===== src/rtl/seq_add128_pkg.sv =====
// rtl/seq_add128_pkg.sv - shared constants and FSM state type for the two-pass 128-bit adder
package seq_add128_pkg;

    localparam int HALF_W = 64;
    localparam int FULL_W = 2 * HALF_W;
    localparam int CNT_W  = 16;

    typedef enum logic [1:0] {
        IDLE = 2'd0,
        LOW  = 2'd1,
        HIGH = 2'd2,
        DONE = 2'd3
    } state_e;

endpackage


===== src/rtl/seq_add128_if.sv =====
// rtl/seq_add128_if.sv - operand/result handshake bundle for seq_add128
interface seq_add128_if;
    import seq_add128_pkg::*;

    logic              in_valid;
    logic              in_ready;
    logic [FULL_W-1:0] a;
    logic [FULL_W-1:0] b;
    logic              cin;
    logic              out_valid;
    logic              out_ready;
    logic [FULL_W-1:0] sum;
    logic              cout;
    logic [CNT_W-1:0]  done_cnt;

    modport master (
        output in_valid, a, b, cin, out_ready,
        input  in_ready, out_valid, sum, cout, done_cnt
    );

    modport slave (
        input  in_valid, a, b, cin, out_ready,
        output in_ready, out_valid, sum, cout, done_cnt
    );

endinterface


===== src/rtl/seq_add128_csa.sv =====
// rtl/seq_add128_csa.sv - combinational 64-bit carry-select adder built from 16-bit blocks
module Con_sa_16_bit_block_64 (
    input  logic [63:0] a_i,
    input  logic [63:0] b_i,
    input  logic        cin_i,
    output logic [63:0] sum_o,
    output logic        cout_o
);

    logic [16:0] blk0_sum;
    logic [16:0] blk1_sum;
    logic        carry;

    // Each block precomputes carry-in 0 and 1 results; the ripple of block carries picks one.
    always_comb begin
        sum_o    = '0;
        blk0_sum = '0;
        blk1_sum = '0;
        carry    = cin_i;
        for (int k = 0; k < 4; k++) begin
            blk0_sum = {1'b0, a_i[16*k +: 16]} + {1'b0, b_i[16*k +: 16]};
            blk1_sum = blk0_sum + 17'd1;
            sum_o[16*k +: 16] = carry ? blk1_sum[15:0] : blk0_sum[15:0];
            carry = carry ? blk1_sum[16] : blk0_sum[16];
        end
        cout_o = carry;
    end

endmodule


===== src/rtl/seq_add128.sv =====
// rtl/seq_add128.sv - two-pass 128-bit adder sharing one 64-bit carry-select adder
module seq_add128 #(
    parameter int HALF_W = 64
) (
    input  logic       clk,
    input  logic       rst,
    seq_add128_if.slave bus
);
    import seq_add128_pkg::*;

    generate
        if (HALF_W != seq_add128_pkg::HALF_W) begin : g_bad_half_w
            $error("seq_add128: only HALF_W=64 is supported");
        end
    endgenerate

    state_e            state_q;
    logic [FULL_W-1:0] a_q;
    logic [FULL_W-1:0] b_q;
    logic              cin_q;
    logic              carry_q;
    logic [FULL_W-1:0] sum_q;
    logic              cout_q;
    logic              out_valid_q;
    logic [CNT_W-1:0]  done_cnt_q;
    logic [CNT_W-1:0]  done_cnt_d;

    logic [HALF_W-1:0] add_a;
    logic [HALF_W-1:0] add_b;
    logic              add_cin;
    logic [HALF_W-1:0] add_sum;
    logic              add_cout;
    logic              in_ready;
    logic              out_hs;

    // Operand mux: the high pass reuses the adder with the carry saved from the low pass.
    always_comb begin
        add_a   = a_q[HALF_W-1:0];
        add_b   = b_q[HALF_W-1:0];
        add_cin = cin_q;
        if (state_q == HIGH) begin
            add_a   = a_q[FULL_W-1:HALF_W];
            add_b   = b_q[FULL_W-1:HALF_W];
            add_cin = carry_q;
        end
    end

    Con_sa_16_bit_block_64 u_csa (
        .a_i    (add_a),
        .b_i    (add_b),
        .cin_i  (add_cin),
        .sum_o  (add_sum),
        .cout_o (add_cout)
    );

    assign in_ready = (state_q == IDLE) || ((state_q == DONE) && bus.out_ready);
    assign out_hs   = out_valid_q && bus.out_ready;

    // Sequencer: capture operands, run low then high pass, hold result until taken.
    always_ff @(posedge clk) begin
        if (rst) begin
            state_q     <= IDLE;
            a_q         <= '0;
            b_q         <= '0;
            cin_q       <= 1'b0;
            carry_q     <= 1'b0;
            sum_q       <= '0;
            cout_q      <= 1'b0;
            out_valid_q <= 1'b0;
        end else begin
            case (state_q)
                IDLE: begin
                    if (bus.in_valid) begin
                        a_q     <= bus.a;
                        b_q     <= bus.b;
                        cin_q   <= bus.cin;
                        state_q <= LOW;
                    end
                end
                LOW: begin
                    sum_q[HALF_W-1:0] <= add_sum;
                    carry_q           <= add_cout;
                    state_q           <= HIGH;
                end
                HIGH: begin
                    sum_q[FULL_W-1:HALF_W] <= add_sum;
                    cout_q                 <= add_cout;
                    out_valid_q            <= 1'b1;
                    state_q                <= DONE;
                end
                DONE: begin
                    if (bus.out_ready) begin
                        out_valid_q <= 1'b0;
                        if (bus.in_valid) begin
                            a_q     <= bus.a;
                            b_q     <= bus.b;
                            cin_q   <= bus.cin;
                            state_q <= LOW;
                        end else begin
                            state_q <= IDLE;
                        end
                    end
                end
                default: state_q <= IDLE;
            endcase
        end
    end

    // Completed-handshake count; free-running wrap at 16 bits.
    always_comb begin
        done_cnt_d = done_cnt_q + {{(CNT_W-1){1'b0}}, out_hs};
    end

    // Counter register, reloaded every cycle from its next-state value.
    always_ff @(posedge clk) begin
        if (rst) begin
            done_cnt_q <= '0;
        end else begin
            done_cnt_q <= done_cnt_d;
        end
    end

    assign bus.in_ready  = in_ready;
    assign bus.out_valid = out_valid_q;
    assign bus.sum       = sum_q;
    assign bus.cout      = cout_q;
    assign bus.done_cnt  = done_cnt_q;

endmodule


===== src/flat_wrapper.sv =====
// flat-port wrapper written by rule: the top's interface ports become plain ports
module seq_add128_flat import seq_add128_pkg::*;
#(
    parameter int HALF_W = 64
)
  (clk, rst, bus_in_valid, bus_a, bus_b, bus_cin, bus_out_ready, bus_in_ready, bus_out_valid, bus_sum, bus_cout, bus_done_cnt);
  seq_add128_if bus_i ();
  input  logic clk;
  input  logic rst;
  input wire logic [$bits(bus_i.in_valid)-1:0] bus_in_valid;
  input wire logic [$bits(bus_i.a)-1:0] bus_a;
  input wire logic [$bits(bus_i.b)-1:0] bus_b;
  input wire logic [$bits(bus_i.cin)-1:0] bus_cin;
  input wire logic [$bits(bus_i.out_ready)-1:0] bus_out_ready;
  output wire logic [$bits(bus_i.in_ready)-1:0] bus_in_ready;
  output wire logic [$bits(bus_i.out_valid)-1:0] bus_out_valid;
  output wire logic [$bits(bus_i.sum)-1:0] bus_sum;
  output wire logic [$bits(bus_i.cout)-1:0] bus_cout;
  output wire logic [$bits(bus_i.done_cnt)-1:0] bus_done_cnt;
  assign bus_i.in_valid = bus_in_valid;
  assign bus_i.a = bus_a;
  assign bus_i.b = bus_b;
  assign bus_i.cin = bus_cin;
  assign bus_i.out_ready = bus_out_ready;
  assign bus_in_ready = bus_i.in_ready;
  assign bus_out_valid = bus_i.out_valid;
  assign bus_sum = bus_i.sum;
  assign bus_cout = bus_i.cout;
  assign bus_done_cnt = bus_i.done_cnt;
  seq_add128 #(.HALF_W(HALF_W)) u_core (.clk(clk), .rst(rst), .bus(bus_i));
endmodule

===== config.mk =====
export PLATFORM = sky130hd
export DESIGN_NAME = seq_add128_flat
export DESIGN_NICKNAME = d
export VERILOG_FILES = /design/src/rtl/seq_add128_pkg.sv /design/src/rtl/seq_add128_if.sv /design/src/rtl/seq_add128_csa.sv /design/src/rtl/seq_add128.sv /design/src/flat_wrapper.sv
export SDC_FILE = /design/constraint.sdc
export NUM_CORES = 1
export LEC_CHECK = 0
export CAP_MARGIN = 0
export CORE_MARGIN = 2
export CORE_UTILIZATION = 47
export CTS_BUF_LIST = sky130_fd_sc_hd__clkbuf_16
export DETAILED_ROUTE_END_ITERATION = 7
export PLACE_DENSITY = 0.77
export SLEW_MARGIN = 20
export SYNTH_ARGS = -nofsm -noshare
export SYNTH_HDL_FRONTEND = slang
export SYNTH_SLANG_ARGS = --single-unit

===== constraint.sdc =====
create_clock -name clk -period 5.2 [get_ports clk]
set_input_delay 1.04 -clock clk [delete_from_list [all_inputs] [get_ports clk]]
set_output_delay 1.04 -clock clk [all_outputs]
set_load 0.005 [all_outputs]

* Word-level counts from Yosys, hierarchy flattened *
Cells that the tools add are included.
Widths: inputs -> output; s select.

word-level totals
  flip-flop bits (word level) = 406
  input bits = 261
  output and inout bits = 147
  word-level logic and storage cells = 59

operators by class
  add/subtract/negate cells = 9
  equality and inequality tests = 5
  muxes and demuxes = 26
  reductions and logical operators = 9

operators with widths
  cell                   number
  $mux 128               4
  $pmux 128 s2           2
  $mux 64                2
  $add 16x16->17         4
  $add 17x1->17 const B  4
  $mux 16                4
  $add 16x1->16          1
  $mux 1                 9
  $pmux 2 s4             1
  $reduce_and 2->1       3
  $eq 2x2->1 const B     2
  $mux 2                 2
  $ne 2x2->1 const B     2
  $pmux 1 s2             2
  $reduce_bool 2->1      2
  $eq 2x1->1 const B     1
  $logic_and 1x1->1      2
  $logic_not 2->1        1
  $logic_or 1x1->1       1

* Longest topological paths before layout *
  depth after elaboration = 8
  mapped depth = 22
  depth with buffers taken out = 18

* Hierarchy *
A second synthesis with hierarchy kept.

second synthesis, totals
  cells, all modules = 2430
  area total of the unflattened synthesis = 21246.6 um2

by module, submodules not included
  module                  instances  cells each  area an instance (um2)
  seq_add128              1          1842        16965.0
  Con_sa_16_bit_block_64  1          588         4281.6

* Worst setup path after synthesis *
OpenSTA, ideal clock, no wires.

  path type = flip-flop to flip-flop
  from = register u_core.state_q[0]
  to = register u_core.carry_q
  library setup time = 0.063 ns
  arrival time = 5.615 ns
  data required time = 5.137 ns
  slack = -0.477 ns
  cell stages (with the launch flop) = 21
  clock period less this slack = 5.677 ns
  cell sequence = dfxtp_1 > inv_1 > ha_1 > clkbuf_1 > clkbuf_1 > clkbuf_1 > mux2_2 > ha_1 > fa_1 > a211o_1 > a211oi_2 > o21ai_2 > a2111oi_4 > nand4b_1 > or4b_4 > a211oi_2 > o211ai_2 > nand2_4 > mux2_4 > or4_1 > nand3_1

on the way
  cells in the longest elaborated chain, start to end = 8
  elaborated cells on any way between the ends = 17

RTL lines
  what                    RTL line              RTL
  from (decl)             seq_add128.sv:17      state_e state_q;
  from (signal assigned)  seq_add128.sv:62      state_q <= IDLE;
  from (signal assigned)  seq_add128.sv:77      state_q <= LOW;
  from (signal assigned)  seq_add128.sv:83      state_q <= HIGH;
  $eq 2x2->1              seq_add128.sv:41      if (state_q == HIGH) begin
  $mux 64                 seq_add128.sv:41
  $add 16x16->17          seq_add128_csa.sv:21  blk0_sum = {1'b0, a_i[16*k +: 16]} + {1'b0, b_i[16*k +: 16]};
  $add 17x1->17           seq_add128_csa.sv:22  blk1_sum = blk0_sum + 17'd1;
  $mux 1 (4 in a row)     seq_add128_csa.sv:24  carry = carry ? blk1_sum[16] : blk0_sum[16];
  to (signal assigned)    seq_add128.sv:82      carry_q <= add_cout;
  to (decl)               seq_add128.sv:21      logic carry_q;

Several ways; a longest one is shown, not always the timed one.
A chain may end at the register's enable or synchronous reset.

* Worst setup path in the final report *
  from = register u_core.state_q[0]
  to = register u_core.sum_q[62] (netlist: u_core.bus.sum[62])

on the way
  cells in the longest elaborated chain, start to end = 8
  elaborated cells on any way between the ends = 17

RTL lines
  what                             RTL line              RTL
  $eq 2x2->1                       seq_add128.sv:41
  $mux 64                          seq_add128.sv:41
  $add 16x16->17                   seq_add128_csa.sv:21
  $add 17x1->17                    seq_add128_csa.sv:22
  $mux 1 (3 in a row)              seq_add128_csa.sv:24
  $mux 16                          seq_add128_csa.sv:23  sum_o[16*k +: 16] = carry ? blk1_sum[15:0] : blk0_sum[15:0];
  to (signal, indexed assignment)  seq_add128.sv:81      sum_q[HALF_W-1:0] <= add_sum;
  to (signal, indexed assignment)  seq_add128.sv:86      sum_q[FULL_W-1:HALF_W] <= add_sum;
  to (decl)                        seq_add128.sv:22      logic [FULL_W-1:0] sum_q;

Several ways; a longest one is shown, not always the timed one.

==> flow_metrics.py <==
metrics = {
    "grt": {
        "overflow": 0,
        "grt_max_degree": 188,
        "antenna_found_initial": 0,
        "grt_pass1_vias": 19100,
        "grt_usage": 0.259,
        "grt_pass1_wl_mm": 94.8,
    },
    "pwr": {
        "finalPower_mw": 14.8,
        "power.density_mw_per_mm2": 532,
        "leakagePower_nw": 10.8,
        "vdd_drop_max_uv": 324,
    },
    "critical_path": {
        "required_ns": 5.60,
        "slowest_delay_ns": 0.60,
        "arrival_ns": 5.55,
        "end_kind": "flop",
        "cp-start-kind": "flop",
        "crit_slowest_cell": "or4bb_4",
        "cp_max_fo": 7,
        "crit_path_cell_trace": "inv_2 > ha_4 > buf_6 > buf_8 > buf_12 > mux2_2 > ha_1 > buf_4 > nand4_1 > a31oi_4 > buf_6 > a311oi_2 > or3_4 > a31oi_1 > and4_4 > or4bb_4 > a211o_4 > a211oi_2 > xor2_1 > a211oi_2",
        "worstSetupPathType": "reg -> reg",
    },
    "timing": {
        "drv_slew": 0,
        "skew_ns": 0.0174,
        "finalHoldViolCount": 0,
        "fmax_mhz": 194,
        "max_slew_margin": 0.303,
        "setup-violations-final": 0,
        "tightest_slew_ns": 1.05,
        "grt_setup_unrepaired": "yes",
        "tns_ns": 0,
        "finalCritPeriodShare": 0.991,
        "fin_crit_ns": 5.15,
    },
    "layout": {
        "areaGrowthSynthToFinish_pct": 37.3,
        "drive_above_1_share": 0.152,
        "postLayoutCoreUtil": 0.651,
        "fillers": 3426,
        "final_nets": 3288,
        "diodes": 0,
        "seq_area_mm2": 0.00813,
        "multi_input_area_mm2": 0.0120,
        "fin_area_mm2": 0.0279,
    },
    "routing": {
        "vias_per_cell": 5.47,
        "wl_per_cell_um": 17.3,
        "antenna_left": 0,
        "drtPass1Iterations": 6,
        "wl_mm": 61.7,
        "drc": 0,
        "dr.first_iter.drc_count": 1687,
        "vias": 19500,
    },
    "clocking": {
        "cts.path.max_buffers": 3,
        "h-tree-depth": 2,
        "clk_pin_slew_ns": 0.06,
        "root_buffer": "clkbuf_16",
        "clock_sinks": 406,
        "clkLatencyLatePin_ns": 0.57,
        "cts_tree": "yes",
        "numCtsBuffers": 43,
    },
    "synthesis": {
        "synth_seq_cells": 406,
        "synthArstFlopShare": 0,
        "synthCells": 2501,
        "ys_types": 81,
        "synthesis.area_mm2": 0.0203,
        "synth_edf_count": 0,
        "synthesis.nets": 2840,
        "synthFlopType": "dfxtp_1",
        "seq_area_frac_synth": 0.400,
        "yosysWarnings": 0,
        "avgSynthCellArea_um2": 8.13,
    },
    "floorplan": {
        "core_mm2": 0.0429,
        "die-area_mm2": 0.0449,
        "io_pins": 408,
        "die_w_um": 212,
        "rows": 76,
        "chipHeight_um": 212,
        "start_util": 0.474,
    },
    "placed_design": {
        "dp.final_hpwl_mm": 43.2,
        "gp_congestion": 0.885,
        "portBuffers": 407,
        "placed_cell_area_mm2": 0.0256,
    },
    "hold_path": {
        "min_path_type": "reg -> reg",
    },
    "outcome": {
        "outcome": "complete, no violations",
    },
    "flow_run": {
        "drv_cap": 0,
    },
}
==> final cells by class <==
type,count,area share
well taps,585,0.0262
flip-flops and latches,406,0.291
clock buffers,45,0.0403
clock inverters,33,0.0120
repair buffers,561,0.196
inverters,33,0.00444
multi-input cells,1904,0.429
==> Yosys cell counts, types with 5 or more instances <==
master	number	share of area
xnor2_1	62	0.027
nor2_1	199	0.037
o21bai_1	8	0.0030
mux2i_1	16	0.0079
and2_1	11	0.0034
nand4_1	27	0.0083
mux2_2	130	0.072
nand2b_1	10	0.0031
inv_1	32	0.0059
a311oi_1	7	0.0030
nand3_1	41	0.010
or2_2	6	0.0018
a21o_1	30	0.011
o22ai_1	8	0.0025
a21oi_1	306	0.075
and3_1	21	0.0065
o211ai_1	5	0.0018
or3_1	19	0.0058
nor3_1	16	0.0039
a31oi_1	9	0.0028
xor2_1	46	0.020
nor2b_1	5	0.0015
nor4_1	9	0.0028
nor3b_1	15	0.0055
o21ai_0	30	0.0074
clkbuf_1	150	0.028
a211oi_1	111	0.041
ha_1	74	0.046
nand2_1	591	0.11
dfxtp_1	406	0.40
buf_1	6	0.0011
o21a_1	9	0.0033
==> what timing repair did <==
action,4_1_cts,5_1_grt
gates cloned,0,4
setup endpoints to repair,59,65
hold buffers,0,0
pin swaps,4,46
buffers inserted,8,24
resized for setup,12,95
==> critical path: cells and delay by family (launching register included) <==
kind,cells,cell delay [ns]
muxes,1,0.36
AOI/OAI and AO/OA,6,1.26
DFF,1,0.33
adders and majority gates,2,0.46
buffers and inverters,6,0.78
and+or+nand+nor,4,1.46
xor gates and xnor gates,1,0.30
==> cell usage in the layout (no fill, tap or decap), types with 30 or more instances in the layout <==
master | synthesis | layout
mux2_2 | 130 | 122
nor2_1 | 199 | 199
a21o_1 | 30 | 30
a21oi_1 | 306 | 302
dfxtp_1 | 406 | 404
clkbuf_16 | 0 | 49
clkdlybuf4s50_1 | 0 | 406
inv_1 | 32 | 35
a211oi_1 | 111 | 103
nand2_1 | 591 | 588
xor2_1 | 46 | 45
nand3_1 | 41 | 40
ha_1 | 74 | 58
buf_4 | 0 | 133
xnor2_1 | 62 | 61
==> cells by family after synthesis <==
logic type,count (synthesis),synth area share
xor+xnor,110,0.0487
mux,147,0.0806
flops,406,0.400
buf+inv,191,0.0354
compound gates,575,0.175
simple gates,994,0.210
fa+ha+maj,78,0.0495
==> registers in the layout, indices dropped and copies added, names as in the netlist <==
register	flops
u_core.a_q	128
u_core.b_q	128
u_core.bus.cout	1
u_core.bus.done_cnt	16
u_core.bus.out_valid	1
u_core.bus.sum	128
u_core.carry_q	1
u_core.cin_q	1
u_core.state_q	2
==> through the flow <==
step / hold slack (ns) / setup slack, ns / std cells
after detailed placement: 0.443 / -0.290 / 3454
after floorplan: 0.433 / 0.00373 / 2501
after global placement: 0.440 / -0.166 / 3454
final: 0.450 / 0.0483 / 3567
after global routing: 0.468 / -0.112 / 3567
after CTS: 0.451 / 0.00460 / 3540
==> worst paths after layout <==
| check | startpoint | endpoint | slack (ns) | cells after the start |
|---|---|---|---|---|
| hold / removal | u_core.a_q[98] | u_core.a_q[98] | 0.45 | 2 |
| setup / recovery | u_core.state_q[0] | u_core.bus.sum[62] | 0.05 | 20 |
| setup reg to reg | u_core.state_q[0] | u_core.bus.sum[62] | 0.05 | 20 |
| hold reg to reg | u_core.a_q[98] | u_core.a_q[98] | 0.45 | 2 |
==> where the power goes <==
part           leakage, nW  switching [mW]  total [mW]  internal [mW]
combinational         6.78            3.85        7.18           3.32
clock                0.731            1.30        3.21           1.91
sequential            3.32           0.511        4.45           3.94
total                 10.8            5.66        14.8           9.18
==> metal layers <==
| metal | GRT usage | vias up | wire length (um) |
|---|---|---|---|
| met5 | 0 | - | 0 |
| met4 | 0.0964 | 0 | 1880 |
| met3 | 0.0509 | 122 | 3810 |
| met2 | 0.443 | 634 | 29800 |
| met1 | 0.322 | 9202 | 26300 |
| li1 | - | 9562 | - |
Power figures use the tool's default switching activity.
